===== src/rtl/desc_row_reader_pkg.sv =====
// Shared types and default widths for the descriptor row reader.
// Structs below are sized for the default configuration.
package desc_row_pkg;

  localparam int N_CH_D   = 2;
  localparam int IDX_W_D  = 8;
  localparam int ROW_W_D  = 8;
  localparam int SIZE_W_D = 8;
  localparam int WORD_W_D = 16;
  localparam int WPR_D    = 16;
  localparam int DEPTH_D  = 32;

  function automatic int uw(input int n);
    return (n > 1) ? $clog2(n) : 1;
  endfunction

  localparam int USER_W_D = uw(N_CH_D);

  typedef enum logic [2:0] {
    IDLE,
    ACCEPT,
    WAIT_A,
    REQ_B,
    WAIT_B,
    UNLOAD
  } state_t;

  typedef struct packed {
    logic [SIZE_W_D-1:0] size;
    logic [ROW_W_D-1:0]  row;
  } desc_t;

  typedef struct packed {
    logic [USER_W_D-1:0] user;
    logic                last;
    logic [WORD_W_D-1:0] data;
  } fifo_ent_t;

endpackage


===== src/rtl/desc_row_reader_if.sv =====
// Bundle of index inputs, packet output and both RAM read ports.
// master is the reader, slave is the surrounding system.
interface desc_row_reader_if
  import desc_row_pkg::*;
#(
  parameter int N_CH          = N_CH_D,
  parameter int IDX_W         = IDX_W_D,
  parameter int ROW_W         = ROW_W_D,
  parameter int SIZE_W        = SIZE_W_D,
  parameter int WORD_W        = WORD_W_D,
  parameter int WORDS_PER_ROW = WPR_D
);
  localparam int UW = uw(N_CH);

  logic [N_CH*IDX_W-1:0]           in_tdata;
  logic [N_CH-1:0]                 in_tvalid;
  logic [N_CH-1:0]                 in_tready;
  logic [WORD_W-1:0]               out_tdata;
  logic                            out_tvalid;
  logic                            out_tready;
  logic                            out_tlast;
  logic [UW-1:0]                   out_tuser;
  logic [IDX_W-1:0]                rd_a_addr;
  logic                            rd_a_read;
  logic [SIZE_W+ROW_W-1:0]         rd_a_data;
  logic                            rd_a_valid;
  logic [ROW_W-1:0]                rd_b_addr;
  logic                            rd_b_read;
  logic [WORD_W*WORDS_PER_ROW-1:0] rd_b_data;
  logic                            rd_b_valid;

  modport master (
    input  in_tdata, in_tvalid,
    output in_tready,
    output out_tdata, out_tvalid, out_tlast, out_tuser,
    input  out_tready,
    output rd_a_addr, rd_a_read,
    input  rd_a_data, rd_a_valid,
    output rd_b_addr, rd_b_read,
    input  rd_b_data, rd_b_valid
  );

  modport slave (
    output in_tdata, in_tvalid,
    input  in_tready,
    input  out_tdata, out_tvalid, out_tlast, out_tuser,
    output out_tready,
    input  rd_a_addr, rd_a_read,
    output rd_a_data, rd_a_valid,
    input  rd_b_addr, rd_b_read,
    output rd_b_data, rd_b_valid
  );

endinterface


===== src/rtl/desc_row_reader_fifo.sv =====
// Synchronous FIFO with occupancy count, used for output credits.
// A push into a full FIFO is legal only together with a pop.
module sync_fifo #(
  parameter int  W     = 8,
  parameter int  DEPTH = 32,
  localparam int AW    = (DEPTH > 1) ? $clog2(DEPTH) : 1,
  localparam int CW    = $clog2(DEPTH) + 1
) (
  input  logic          clk,
  input  logic          rst,
  input  logic          push,
  input  logic [W-1:0]  din,
  input  logic          pop,
  output logic [W-1:0]  dout,
  output logic          empty,
  output logic [CW-1:0] count
);

  logic [W-1:0]  mem [DEPTH];
  logic [AW-1:0] wp, rp;
  logic          pop_ok, full;

  assign empty  = (count == '0);
  assign full   = (count == CW'(DEPTH));
  assign pop_ok = pop & ~empty;
  assign dout   = mem[rp];

  always_ff @(posedge clk) begin
    if (push)
      mem[wp] <= din;
  end

  always_ff @(posedge clk) begin
    if (rst) begin
      wp    <= '0;
      rp    <= '0;
      count <= '0;
    end else begin
      if (push)
        wp <= wp + AW'(1);
      if (pop_ok)
        rp <= rp + AW'(1);
      count <= count + CW'(push) - CW'(pop_ok);
    end
  end

  always_ff @(posedge clk) begin
    if (!rst)
      assert (!(push && full && !pop_ok))
        else $error("sync_fifo: push while full");
  end

endmodule


===== src/rtl/desc_row_reader.sv =====
// Round-robin index reader: descriptor fetch from RAM A, row stream from RAM B.
// Row reads are credit-gated against output FIFO space.
module desc_row_reader
  import desc_row_pkg::*;
#(
  parameter int N_CH          = N_CH_D,
  parameter int IDX_W         = IDX_W_D,
  parameter int ROW_W         = ROW_W_D,
  parameter int SIZE_W        = SIZE_W_D,
  parameter int WORD_W        = WORD_W_D,
  parameter int WORDS_PER_ROW = WPR_D,
  parameter int FIFO_DEPTH    = DEPTH_D
) (
  input logic                aclk,
  input logic                areset,
  desc_row_reader_if.master  bus
);

  localparam int UW = uw(N_CH);
  localparam int NW = $clog2(WORDS_PER_ROW) + 1;
  localparam int WI = (WORDS_PER_ROW > 1) ? $clog2(WORDS_PER_ROW) : 1;
  localparam int CW = $clog2(FIFO_DEPTH) + 1;

  typedef struct packed {
    logic [SIZE_W-1:0] size;
    logic [ROW_W-1:0]  row;
  } desc_p_t;

  typedef struct packed {
    logic [UW-1:0]     user;
    logic              last;
    logic [WORD_W-1:0] data;
  } ent_p_t;

  state_t                          state;
  logic [UW-1:0]                   grant, rr_ptr, pick;
  logic                            any_req;
  logic [N_CH-1:0]                 in_rdy;
  logic                            a_rd, b_rd;
  logic [IDX_W-1:0]                a_addr;
  logic [ROW_W-1:0]                b_addr, row;
  logic [SIZE_W-1:0]               rem;
  logic [NW-1:0]                   n_c, n_q;
  logic [WI-1:0]                   w;
  logic [WORD_W*WORDS_PER_ROW-1:0] row_q;
  logic [CW-1:0]                   resv, cnt, free_c;
  logic                            push, pop, empty;
  logic                            credit_ok, row_done;
  desc_p_t                         dsc;
  ent_p_t                          ent_i, ent_o;

  // first requester at or after rr_ptr; descending scan keeps the nearest
  always_comb begin
    any_req = 1'b0;
    pick    = '0;
    for (int i = N_CH - 1; i >= 0; i--) begin
      if (bus.in_tvalid[(int'(rr_ptr) + i) % N_CH]) begin
        any_req = 1'b1;
        pick    = UW'((int'(rr_ptr) + i) % N_CH);
      end
    end
  end

  always_comb begin
    n_c = (int'(rem) >= WORDS_PER_ROW) ? NW'(WORDS_PER_ROW) : NW'(rem);
  end

  assign dsc       = desc_p_t'(bus.rd_a_data);
  assign free_c    = CW'(FIFO_DEPTH) - cnt - resv;
  assign credit_ok = (free_c >= CW'(n_c));
  assign row_done  = ((NW'(w) + NW'(1)) == n_q);
  assign push      = (state == UNLOAD);

  assign ent_i.user = grant;
  assign ent_i.last = (rem == SIZE_W'(1));
  assign ent_i.data = row_q[int'(w)*WORD_W +: WORD_W];

  always_ff @(posedge aclk) begin
    if (areset) begin
      state  <= IDLE;
      grant  <= '0;
      rr_ptr <= '0;
      in_rdy <= '0;
      a_rd   <= 1'b0;
      a_addr <= '0;
      b_rd   <= 1'b0;
      b_addr <= '0;
      row    <= '0;
      rem    <= '0;
      n_q    <= '0;
      w      <= '0;
      row_q  <= '0;
      resv   <= '0;
    end else begin
      in_rdy <= '0;
      a_rd   <= 1'b0;
      b_rd   <= 1'b0;
      if (push)
        resv <= resv - CW'(1);
      unique case (state)
        IDLE: begin
          if (any_req) begin
            grant  <= pick;
            in_rdy <= N_CH'(1) << pick;
            a_rd   <= 1'b1;
            a_addr <= bus.in_tdata[int'(pick)*IDX_W +: IDX_W];
            state  <= ACCEPT;
          end
        end
        ACCEPT: begin
          rr_ptr <= (int'(grant) == N_CH - 1) ? '0 : grant + UW'(1);
          state  <= WAIT_A;
        end
        WAIT_A: begin
          if (bus.rd_a_valid) begin
            rem   <= dsc.size;
            row   <= dsc.row;
            w     <= '0;
            state <= (dsc.size == '0) ? IDLE : REQ_B;
          end
        end
        REQ_B: begin
          if (credit_ok) begin
            b_rd   <= 1'b1;
            b_addr <= row;
            n_q    <= n_c;
            resv   <= resv + CW'(n_c);
            state  <= WAIT_B;
          end
        end
        WAIT_B: begin
          if (bus.rd_b_valid) begin
            row_q <= bus.rd_b_data;
            w     <= '0;
            state <= UNLOAD;
          end
        end
        UNLOAD: begin
          rem <= rem - SIZE_W'(1);
          w   <= w + WI'(1);
          if (row_done) begin
            w     <= '0;
            row   <= row + ROW_W'(1);
            state <= (rem == SIZE_W'(1)) ? IDLE : REQ_B;
          end
        end
        default: state <= IDLE;
      endcase
    end
  end

  sync_fifo #(
    .W     ($bits(ent_p_t)),
    .DEPTH (FIFO_DEPTH)
  ) u_fifo (
    .clk   (aclk),
    .rst   (areset),
    .push  (push),
    .din   (ent_i),
    .pop   (pop),
    .dout  (ent_o),
    .empty (empty),
    .count (cnt)
  );

  assign pop            = ~empty & bus.out_tready;
  assign bus.out_tvalid = ~empty;
  assign bus.out_tdata  = empty ? '0 : ent_o.data;
  assign bus.out_tlast  = empty ? 1'b0 : ent_o.last;
  assign bus.out_tuser  = empty ? '0 : ent_o.user;
  assign bus.in_tready  = in_rdy;
  assign bus.rd_a_read  = a_rd;
  assign bus.rd_a_addr  = a_addr;
  assign bus.rd_b_read  = b_rd;
  assign bus.rd_b_addr  = b_addr;

endmodule


===== src/flat_wrapper.sv =====
// flat-port wrapper written by rule: the top's interface ports become plain ports
module desc_row_reader_flat import desc_row_pkg::*;
#(
  parameter int N_CH          = N_CH_D,
  parameter int IDX_W         = IDX_W_D,
  parameter int ROW_W         = ROW_W_D,
  parameter int SIZE_W        = SIZE_W_D,
  parameter int WORD_W        = WORD_W_D,
  parameter int WORDS_PER_ROW = WPR_D,
  parameter int FIFO_DEPTH    = DEPTH_D
)
  (aclk, areset, bus_in_tdata, bus_in_tvalid, bus_in_tready, bus_out_tdata, bus_out_tvalid, bus_out_tlast, bus_out_tuser, bus_out_tready, bus_rd_a_addr, bus_rd_a_read, bus_rd_a_data, bus_rd_a_valid, bus_rd_b_addr, bus_rd_b_read, bus_rd_b_data, bus_rd_b_valid);
  desc_row_reader_if #(.N_CH(N_CH), .IDX_W(IDX_W), .ROW_W(ROW_W), .SIZE_W(SIZE_W), .WORD_W(WORD_W), .WORDS_PER_ROW(WORDS_PER_ROW)) bus_i ();
  input logic aclk;
  input logic areset;
  input wire logic [$bits(bus_i.in_tdata)-1:0] bus_in_tdata;
  input wire logic [$bits(bus_i.in_tvalid)-1:0] bus_in_tvalid;
  output wire logic [$bits(bus_i.in_tready)-1:0] bus_in_tready;
  output wire logic [$bits(bus_i.out_tdata)-1:0] bus_out_tdata;
  output wire logic [$bits(bus_i.out_tvalid)-1:0] bus_out_tvalid;
  output wire logic [$bits(bus_i.out_tlast)-1:0] bus_out_tlast;
  output wire logic [$bits(bus_i.out_tuser)-1:0] bus_out_tuser;
  input wire logic [$bits(bus_i.out_tready)-1:0] bus_out_tready;
  output wire logic [$bits(bus_i.rd_a_addr)-1:0] bus_rd_a_addr;
  output wire logic [$bits(bus_i.rd_a_read)-1:0] bus_rd_a_read;
  input wire logic [$bits(bus_i.rd_a_data)-1:0] bus_rd_a_data;
  input wire logic [$bits(bus_i.rd_a_valid)-1:0] bus_rd_a_valid;
  output wire logic [$bits(bus_i.rd_b_addr)-1:0] bus_rd_b_addr;
  output wire logic [$bits(bus_i.rd_b_read)-1:0] bus_rd_b_read;
  input wire logic [$bits(bus_i.rd_b_data)-1:0] bus_rd_b_data;
  input wire logic [$bits(bus_i.rd_b_valid)-1:0] bus_rd_b_valid;
  assign bus_i.in_tdata = bus_in_tdata;
  assign bus_i.in_tvalid = bus_in_tvalid;
  assign bus_in_tready = bus_i.in_tready;
  assign bus_out_tdata = bus_i.out_tdata;
  assign bus_out_tvalid = bus_i.out_tvalid;
  assign bus_out_tlast = bus_i.out_tlast;
  assign bus_out_tuser = bus_i.out_tuser;
  assign bus_i.out_tready = bus_out_tready;
  assign bus_rd_a_addr = bus_i.rd_a_addr;
  assign bus_rd_a_read = bus_i.rd_a_read;
  assign bus_i.rd_a_data = bus_rd_a_data;
  assign bus_i.rd_a_valid = bus_rd_a_valid;
  assign bus_rd_b_addr = bus_i.rd_b_addr;
  assign bus_rd_b_read = bus_i.rd_b_read;
  assign bus_i.rd_b_data = bus_rd_b_data;
  assign bus_i.rd_b_valid = bus_rd_b_valid;
  desc_row_reader #(.N_CH(N_CH), .IDX_W(IDX_W), .ROW_W(ROW_W), .SIZE_W(SIZE_W), .WORD_W(WORD_W), .WORDS_PER_ROW(WORDS_PER_ROW), .FIFO_DEPTH(FIFO_DEPTH)) u_core (.aclk(aclk), .areset(areset), .bus(bus_i));
endmodule

===== config.mk =====
export PLATFORM = sky130hd
export DESIGN_NAME = desc_row_reader_flat
export DESIGN_NICKNAME = d
export VERILOG_FILES = /design/src/rtl/desc_row_reader_pkg.sv /design/src/rtl/desc_row_reader_if.sv /design/src/rtl/desc_row_reader_fifo.sv /design/src/rtl/desc_row_reader.sv /design/src/flat_wrapper.sv
export SDC_FILE = /design/constraint.sdc
export NUM_CORES = 1
export LEC_CHECK = 0
export CAP_MARGIN = 10
export CELL_PAD_IN_SITES_DETAIL_PLACEMENT = 0
export CELL_PAD_IN_SITES_GLOBAL_PLACEMENT = 1
export CORE_AREA = 10 10 283 285
export CTS_BUF_LIST = sky130_fd_sc_hd__clkbuf_4
export CTS_CLUSTER_DIAMETER = 60
export DETAILED_ROUTE_END_ITERATION = 7
export DIE_AREA = 0 0 293 295
export DONT_BUFFER_PORTS = 1
export PLACE_DENSITY = 0.8
export SETUP_SLACK_MARGIN = 0.02
export SLEW_MARGIN = 30
export SYNTH_ARGS = -nofsm -noshare
export SYNTH_HDL_FRONTEND = slang
export SYNTH_SLANG_ARGS = --single-unit

===== constraint.sdc =====
create_clock -name aclk -period 3.4 [get_ports aclk]
set_clock_uncertainty 0.1 [all_clocks]
set_input_delay 0.85 -clock aclk [delete_from_list [all_inputs] [get_ports aclk]]
set_output_delay 0.85 -clock aclk [all_outputs]
set_load 0.05 [all_outputs]

---- Word-level counts from Yosys, hierarchy flattened ----
Memories as Yosys holds them, arrays and structs flattened. A register that Yosys moved wholly into a read port is not among the register bits.
Index checks and enable logic that the tools add are counted.
W data, S select, Z words.
word-level totals
  bits in latches ......................... 0
  bits in read-only memories .............. 0
  output and inout bits ................... 39
  register bits after elaboration ......... 328
  memories ................................ 1
  bits of input ports ..................... 295
  memory bits (writable) .................. 576
operators by class
  div/mod/pow operators ................... 0
  $add $sub $neg .......................... 14
  reductions and logical operators ........ 15
  equality and inequality tests ........... 12
  multiplexer cells ....................... 40
  magnitude comparators ................... 4
  shift-type cells ........................ 3
  multipliers ............................. 0
  bitwise logic cells ..................... 7
memories
  memory             depth  width  read ports  clocked after memory_dff  write ports  line                        RTL
  u_core.u_fifo.mem  32     18     1           1                         1            desc_row_reader_fifo.sv:19  logic [W-1:0] mem [DEPTH];
operator list
  kind                   count
  $shiftx A256 B9 Y16    1
  $pmux W8 S2            2
  $mux W8                3
  $mux W6                3
  $pmux W3 S6            1
  $mux W1                16
  $mux W16               1
  $shiftx A16 B5 Y8      1
  $mux W3                5
  $mux W5                3
  $mux W4                3
  $pmux W4 S3            1
  $add A5 B1 Y5 const B  2
  $add A8 B1 Y8 const B  1
  $eq A8 B1 Y1 const B   1
  $ge A8 B5 Y1 const B   1
  $logic_not A8 Y1       1
  $reduce_and A2 Y1      4
  $sub A8 B1 Y8 const B  1
  $add A6 B1 Y6          1
  $add A6 B5 Y6          1
  $eq A3 B2 Y1 const B   2
  $eq A3 B3 Y1 const B   2
  $ge A6 B5 Y1           1
  other kinds (26)       37

---- Longest topological paths before layout ----
  depth after elaboration ................. 9
  depth in mapped cells ................... 16

---- Cells and area by module ----
Synthesis repeated with hierarchy kept, for this count alone.
unflattened totals
  cell total of the unflattened synthesis .. 2830
  area total of the unflattened synthesis .. 37257.0 sq um
modules (own cells, without submodules)
  module           seq. area each (sq um)  times used  cells an instance  area each (sq um)
  sync_fifo        17717.0                 1           1177               23070.9
  desc_row_reader  6246.0                  1           1653               14186.1

---- Worst setup path after synthesis ----
No wires, ideal clock.
  kind .................................... register to register
  from .................................... register u_core.resv[1]
  to ...................................... register u_core.b_addr[0] (netlist: u_core.bus.rd_b_addr[0])
  arrival ................................. 3006 ps
  clock period less this slack ............ 3234 ps
  library setup time ...................... 128 ps
  data required time ...................... 3172 ps
  setup slack ............................. 166 ps
  stages on the path, launching flop included .. 13
  cell sequence ........................... dfxtp_1 > ha_1 > inv_1 > ha_1 > fa_1 > xor2_1 > ha_1 > a2111oi_0 > nor3_1 > o311ai_4 > buf_6 > mux2i_1 > nor2_1
between the ends
  word-level cells in the longest chain between the ends .. 3
RTL lines
  element                      line                    RTL
  start, declared              desc_row_reader.sv:46   logic [CW-1:0] resv, cnt, free_c;
  start signal, assigned       desc_row_reader.sv:99   resv <= resv - CW'(1);
  start signal, assigned       desc_row_reader.sv:127  resv <= resv + CW'(n_c);
  $sub A6 B6 Y6                desc_row_reader.sv:69   assign free_c = CW'(FIFO_DEPTH) - cnt - resv;
  $ge A6 B5 Y1                 desc_row_reader.sv:70   assign credit_ok = (free_c >= CW'(n_c));
  $reduce_and A2 Y1 (no line)  -
  end signal, assigned         desc_row_reader.sv:125  b_addr <= row;
  end, declared                desc_row_reader.sv:41   logic [ROW_W-1:0] b_addr, row;
Every way passes these cells.
A chain may end at the register's enable or synchronous reset.

==> flow_summary.html <==
<table>
<tr><th>Metric</th><th>Value</th></tr>
<tr><th colspan="2">Floorplanning</th></tr>
<tr><td>Vertical die dimension</td><td>295 um</td></tr>
<tr><td>Number of ports placed on the die boundary</td><td>334</td></tr>
<tr><td>X dimension of the die</td><td>293 um</td></tr>
<tr><td>Number of standard-cell rows in the floorplan</td><td>100</td></tr>
<tr><td>Starting density of the core</td><td>49.6%</td></tr>
<tr><td>Std-Cell Core Area</td><td>74200 um^2</td></tr>
<tr><td>Die area</td><td>86400 um^2</td></tr>
<tr><th colspan="2">STA</th></tr>
<tr><td>Setup-violating endpoint count in the final report</td><td>18</td></tr>
<tr><td>Worst-case setup margin in the final layout</td><td>-0.850 ns</td></tr>
<tr><td>Max Fclk</td><td>0.235 GHz</td></tr>
<tr><td>Unrepaired setup endpoints after global routing</td><td>true</td></tr>
<tr><td>Post-route minimum period</td><td>4.25 ns</td></tr>
<tr><td>Hold violation total from the final report</td><td>0</td></tr>
<tr><td>Final slew viol count</td><td>0</td></tr>
<tr><td>Headroom to the max-slew limit</td><td>46.1%</td></tr>
<tr><td>Share of the cycle needed by the critical path after routing</td><td>125%</td></tr>
<tr><td>Transition time at the pin with the least slew margin</td><td>0.809 ns</td></tr>
<tr><th colspan="2">Synth</th></tr>
<tr><td>Dominant combinational cell family by area after synthesis</td><td>multiplexers</td></tr>
<tr><td>Library cell with the largest summed area after synthesis</td><td>sky130_fd_sc_hd__edfxtp_1</td></tr>
<tr><td>Synthesized area</td><td>36800 um^2</td></tr>
<tr><td>Area share of the leading cell type in the synthesized netlist</td><td>47.0%</td></tr>
<tr><td>Synthesized-area fraction occupied by ao, oa, aoi and oai cells</td><td>5.28%</td></tr>
<tr><td>Number of warnings printed during yosys synthesis</td><td>0</td></tr>
<tr><td>Adder-cell area share of the yosys netlist</td><td>1.42%</td></tr>
<tr><td>Net count after synthesis</td><td>2938</td></tr>
<tr><td>Leading register cell type out of synthesis</td><td>sky130_fd_sc_hd__edfxtp_1</td></tr>
<tr><td>Count of state elements after synthesis</td><td>909</td></tr>
<tr><td>Post-Syn Instances</td><td>2603</td></tr>
<tr><td>Netlist cell types</td><td>53</td></tr>
<tr><td>Cell types with the largest area share after synthesis</td><td>sky130_fd_sc_hd__edfxtp_1 47%, sky130_fd_sc_hd__dfxtp_1 18%, sky130_fd_sc_hd__mux4_2 16%</td></tr>
<tr><td>Sequential-to-total area share from yosys stat</td><td>65.1%</td></tr>
<tr><td>Share of synthesized cell area in and, or, nand and nor gates</td><td>8.30%</td></tr>
<tr><td>Number of flops mapped to enable cells by yosys</td><td>576</td></tr>
<tr><td>Share of async-settable or async-resettable flops after synthesis</td><td>0%</td></tr>
<tr><td>Synthesized-area fraction occupied by xor and xnor cells</td><td>0.618%</td></tr>
<tr><td>Multiplexer share of the synthesized area</td><td>16.8%</td></tr>
<tr><td>Average footprint of a synthesized cell</td><td>14.1 um^2</td></tr>
<tr><th colspan="2">Cells and area</th></tr>
<tr><td>Final layout net count</td><td>3539</td></tr>
<tr><td>Most common library cell in the layout ignoring fill and taps</td><td>sky130_fd_sc_hd__edfxtp_1</td></tr>
<tr><td>Design Area, Final</td><td>46500 um^2</td></tr>
<tr><td>Final core utilization</td><td>62.6%</td></tr>
<tr><td>Area Growth Syn to Fin</td><td>26.2%</td></tr>
<tr><td>Fraction of layout cells with a size suffix above 1</td><td>24.8%</td></tr>
<tr><td>Leading cell types in the layout, fill and taps excluded</td><td>576 x sky130_fd_sc_hd__edfxtp_1, 550 x sky130_fd_sc_hd__nand2_1, 397 x sky130_fd_sc_hd__dlygate4sd3_1</td></tr>
<tr><th colspan="2">Flow run</th></tr>
<tr><td>Total of max-cap violations</td><td>0</td></tr>
<tr><th colspan="2">Detailed routing</th></tr>
<tr><td>DR WL/cell</td><td>25.2 um</td></tr>
<tr><td>Post-route antenna net violation count</td><td>0</td></tr>
<tr><td>Number of design rule violations left after detail routing</td><td>0</td></tr>
<tr><td>Iteration count of the initial detailed-routing pass</td><td>6</td></tr>
<tr><td>Via density per instance</td><td>5.88</td></tr>
<tr><td>DRC violation total after the first TritonRoute iteration</td><td>2507</td></tr>
<tr><td>Final Routed Wirelength</td><td>109 mm</td></tr>
<tr><td>Total number of vias</td><td>25524</td></tr>
<tr><th colspan="2">Clock network</th></tr>
<tr><td>Post-CTS clock slew at the launch and capture registers of the worst setup and hold paths</td><td>0.06 ns</td></tr>
<tr><td>CTS H-tree lvls</td><td>4</td></tr>
<tr><td>Worst skew pair latency</td><td>1.09 ns</td></tr>
<tr><td>CTS tree</td><td>done</td></tr>
<tr><td>Clock buffer count from CTS</td><td>223</td></tr>
<tr><td>Max Root-Sink Buffers</td><td>3</td></tr>
<tr><td>Sinks on the clock net</td><td>909</td></tr>
<tr><td>CTS Root Buffer Type</td><td>sky130_fd_sc_hd__clkbuf_4</td></tr>
<tr><th colspan="2">Power</th></tr>
<tr><td>Ratio of total power to cell area</td><td>628 nW/um^2</td></tr>
<tr><td>Leakage power</td><td>0.0156 uW</td></tr>
<tr><td>Peak supply drop</td><td>389 uV</td></tr>
<tr><td>PnR Total Power</td><td>29200 uW</td></tr>
<tr><th colspan="2">Global routing</th></tr>
<tr><td>Number of antenna violations at the first check in global routing</td><td>7</td></tr>
<tr><td>Wire length of the first global-routing pass</td><td>161 mm</td></tr>
<tr><td>Total congestion overflow after global routing</td><td>0</td></tr>
<tr><td>Vias in the first global route</td><td>26539</td></tr>
<tr><td>Maximum number of pins on one net before global-route repair</td><td>179</td></tr>
<tr><td>Total GRT Usage</td><td>24.7%</td></tr>
<tr><th colspan="2">Outcome</th></tr>
<tr><td>Outcome</td><td>finished, violations left</td></tr>
<tr><td>Failing checks</td><td>setup timing</td></tr>
<tr><th colspan="2">Placement</th></tr>
<tr><td>Final weighted congestion of routability-driven global placement</td><td>0.878</td></tr>
<tr><td>Cell area after placement</td><td>38700 um^2</td></tr>
<tr><td>Detailed Place HPWL</td><td>64.9 mm</td></tr>
<tr><td>Number of port buffers</td><td>0</td></tr>
<tr><th colspan="2">Critical path</th></tr>
<tr><td>Critical path fanouts, max</td><td>7</td></tr>
<tr><td>Nature of the critical path startpoint</td><td>flip-flop</td></tr>
<tr><td>Required time of the worst setup path</td><td>2.45 ns</td></tr>
<tr><td>Endpoint kind of the worst setup timing path</td><td>primary output</td></tr>
<tr><td>Arr. time, crit path</td><td>3.30 ns</td></tr>
<tr><td>Start-to-end type of the worst setup path</td><td>flip-flop to primary output</td></tr>
<tr><th colspan="2">Min path</th></tr>
<tr><td>Type of the worst min-delay path</td><td>primary input to flip-flop</td></tr>
</table>
[flip-flops by register name, summed over array words and instances, names as in the netlist, 6 cells and up, named ones only]
register and count:
u_core.bus.rd_a_addr 8, u_core.bus.rd_b_addr 8, u_core.rem 8, u_core.resv 6, u_core.row 8, u_core.row_q 256, u_core.u_fifo.count 6, u_core.u_fifo.mem 576
[synth_stat cells (18+ instances only)]
master and n:
sky130_fd_sc_hd__edfxtp_1 576, sky130_fd_sc_hd__nand2_1 550, sky130_fd_sc_hd__dfxtp_1 333, sky130_fd_sc_hd__a21oi_1 275, sky130_fd_sc_hd__mux4_2 260, sky130_fd_sc_hd__clkbuf_1 127
sky130_fd_sc_hd__nor2_1 106, sky130_fd_sc_hd__inv_1 48, sky130_fd_sc_hd__ha_1 37, sky130_fd_sc_hd__nand3_1 34, sky130_fd_sc_hd__mux2i_1 31, sky130_fd_sc_hd__buf_2 23
sky130_fd_sc_hd__o21ai_1 18
[kinds of logic after synthesis]
family          count (synthesis)
compound gates                357
xor+xnor                       26
fa+ha+maj                      40
buf+inv                       224
flops                         909
mux                           292
simple gates                  755
[layout make-up]
class	instances	area (um^2)
Antenna cell	12	30.0
Timing Repair Buffer	551	6030
Sequential cell	909	24000
Clock buffer	331	2480
Tap cell	969	1210
Clock inverter	53	362
Multi-Input combinational cell	1470	12200
Inverter	49	186
Fill cell	5207	27700
[power by group]
| group | switching, uW | internal (uW) |
|---|---|---|
| clock | 4310 | 4790 |
| combinational | 3790 | 3830 |
| sequential | 431 | 12000 |
| total | 8540 | 20700 |
[layer usage]
metal  global-route usage [%]  vias up  wire length, um
met2                     41.1     1564            54700
met1                     30.2    12668            40300
li1                         -    11027                -
met5                        0        -                0
met3                     6.80      265            10300
met4                     10.6        0             4080
[critical path, stage by stage (launching register included)]
cell	delay, ns
sky130_fd_sc_hd__dfxtp_4	0.39
sky130_fd_sc_hd__buf_12	0.15
sky130_fd_sc_hd__buf_12	0.13
sky130_fd_sc_hd__buf_16	0.14
sky130_fd_sc_hd__mux4_2	0.50
sky130_fd_sc_hd__mux4_2	0.51
sky130_fd_sc_hd__nand3_4	0.13
sky130_fd_sc_hd__o21ai_4	0.11
sky130_fd_sc_hd__buf_12	0.19
[worst paths after layout]
kind                                      from                                 end  slack [ns]  depth (start not counted)
max                                  flip-flop                    bus_out_tdata[5]       -0.85                          8
min                           bus_in_tvalid[0]  u_core.bus.in_tready[1]$_SDFF_PP0_        0.12                          4
max reg2reg  u_core.u_fifo.count[4]$_SDFF_PP0_   u_core.u_fifo.count[4]$_SDFF_PP0_        0.13                         17
min reg2reg      u_core.row_q[32]$_SDFFE_PP0P_       u_core.row_q[32]$_SDFFE_PP0P_        0.35                          2
[through the flow]
step	TNS (ns)	instances	setup WS (ns)	hold WS [ns]
2_1_floorplan	0	2603	0.166	0.333
3_3_place_gp	0	3502	0.0866	0.338
3_5_place_dp	0	3502	0.0747	0.344
4_1_cts	-16.29	4311	-0.969	0.0319
5_1_grt	-16.40	4340	-0.965	0.0860
6_report	-14.29	4344	-0.850	0.121
[repair_timing]
| item | 4_1_cts | 5_1_grt |
|---|---|---|
| pin swaps | 0 | 7 |
| setup endpoints to repair | 18 | 42 |
| gates cloned | 7 | 4 |
| buffers inserted | 20 | 21 |
| hold buffers | 398 | 0 |
| gates resized for setup | 62 | 33 |
| endpoints found under the hold margin | 333 | 0 |
(Power assumes the default switching activity.)
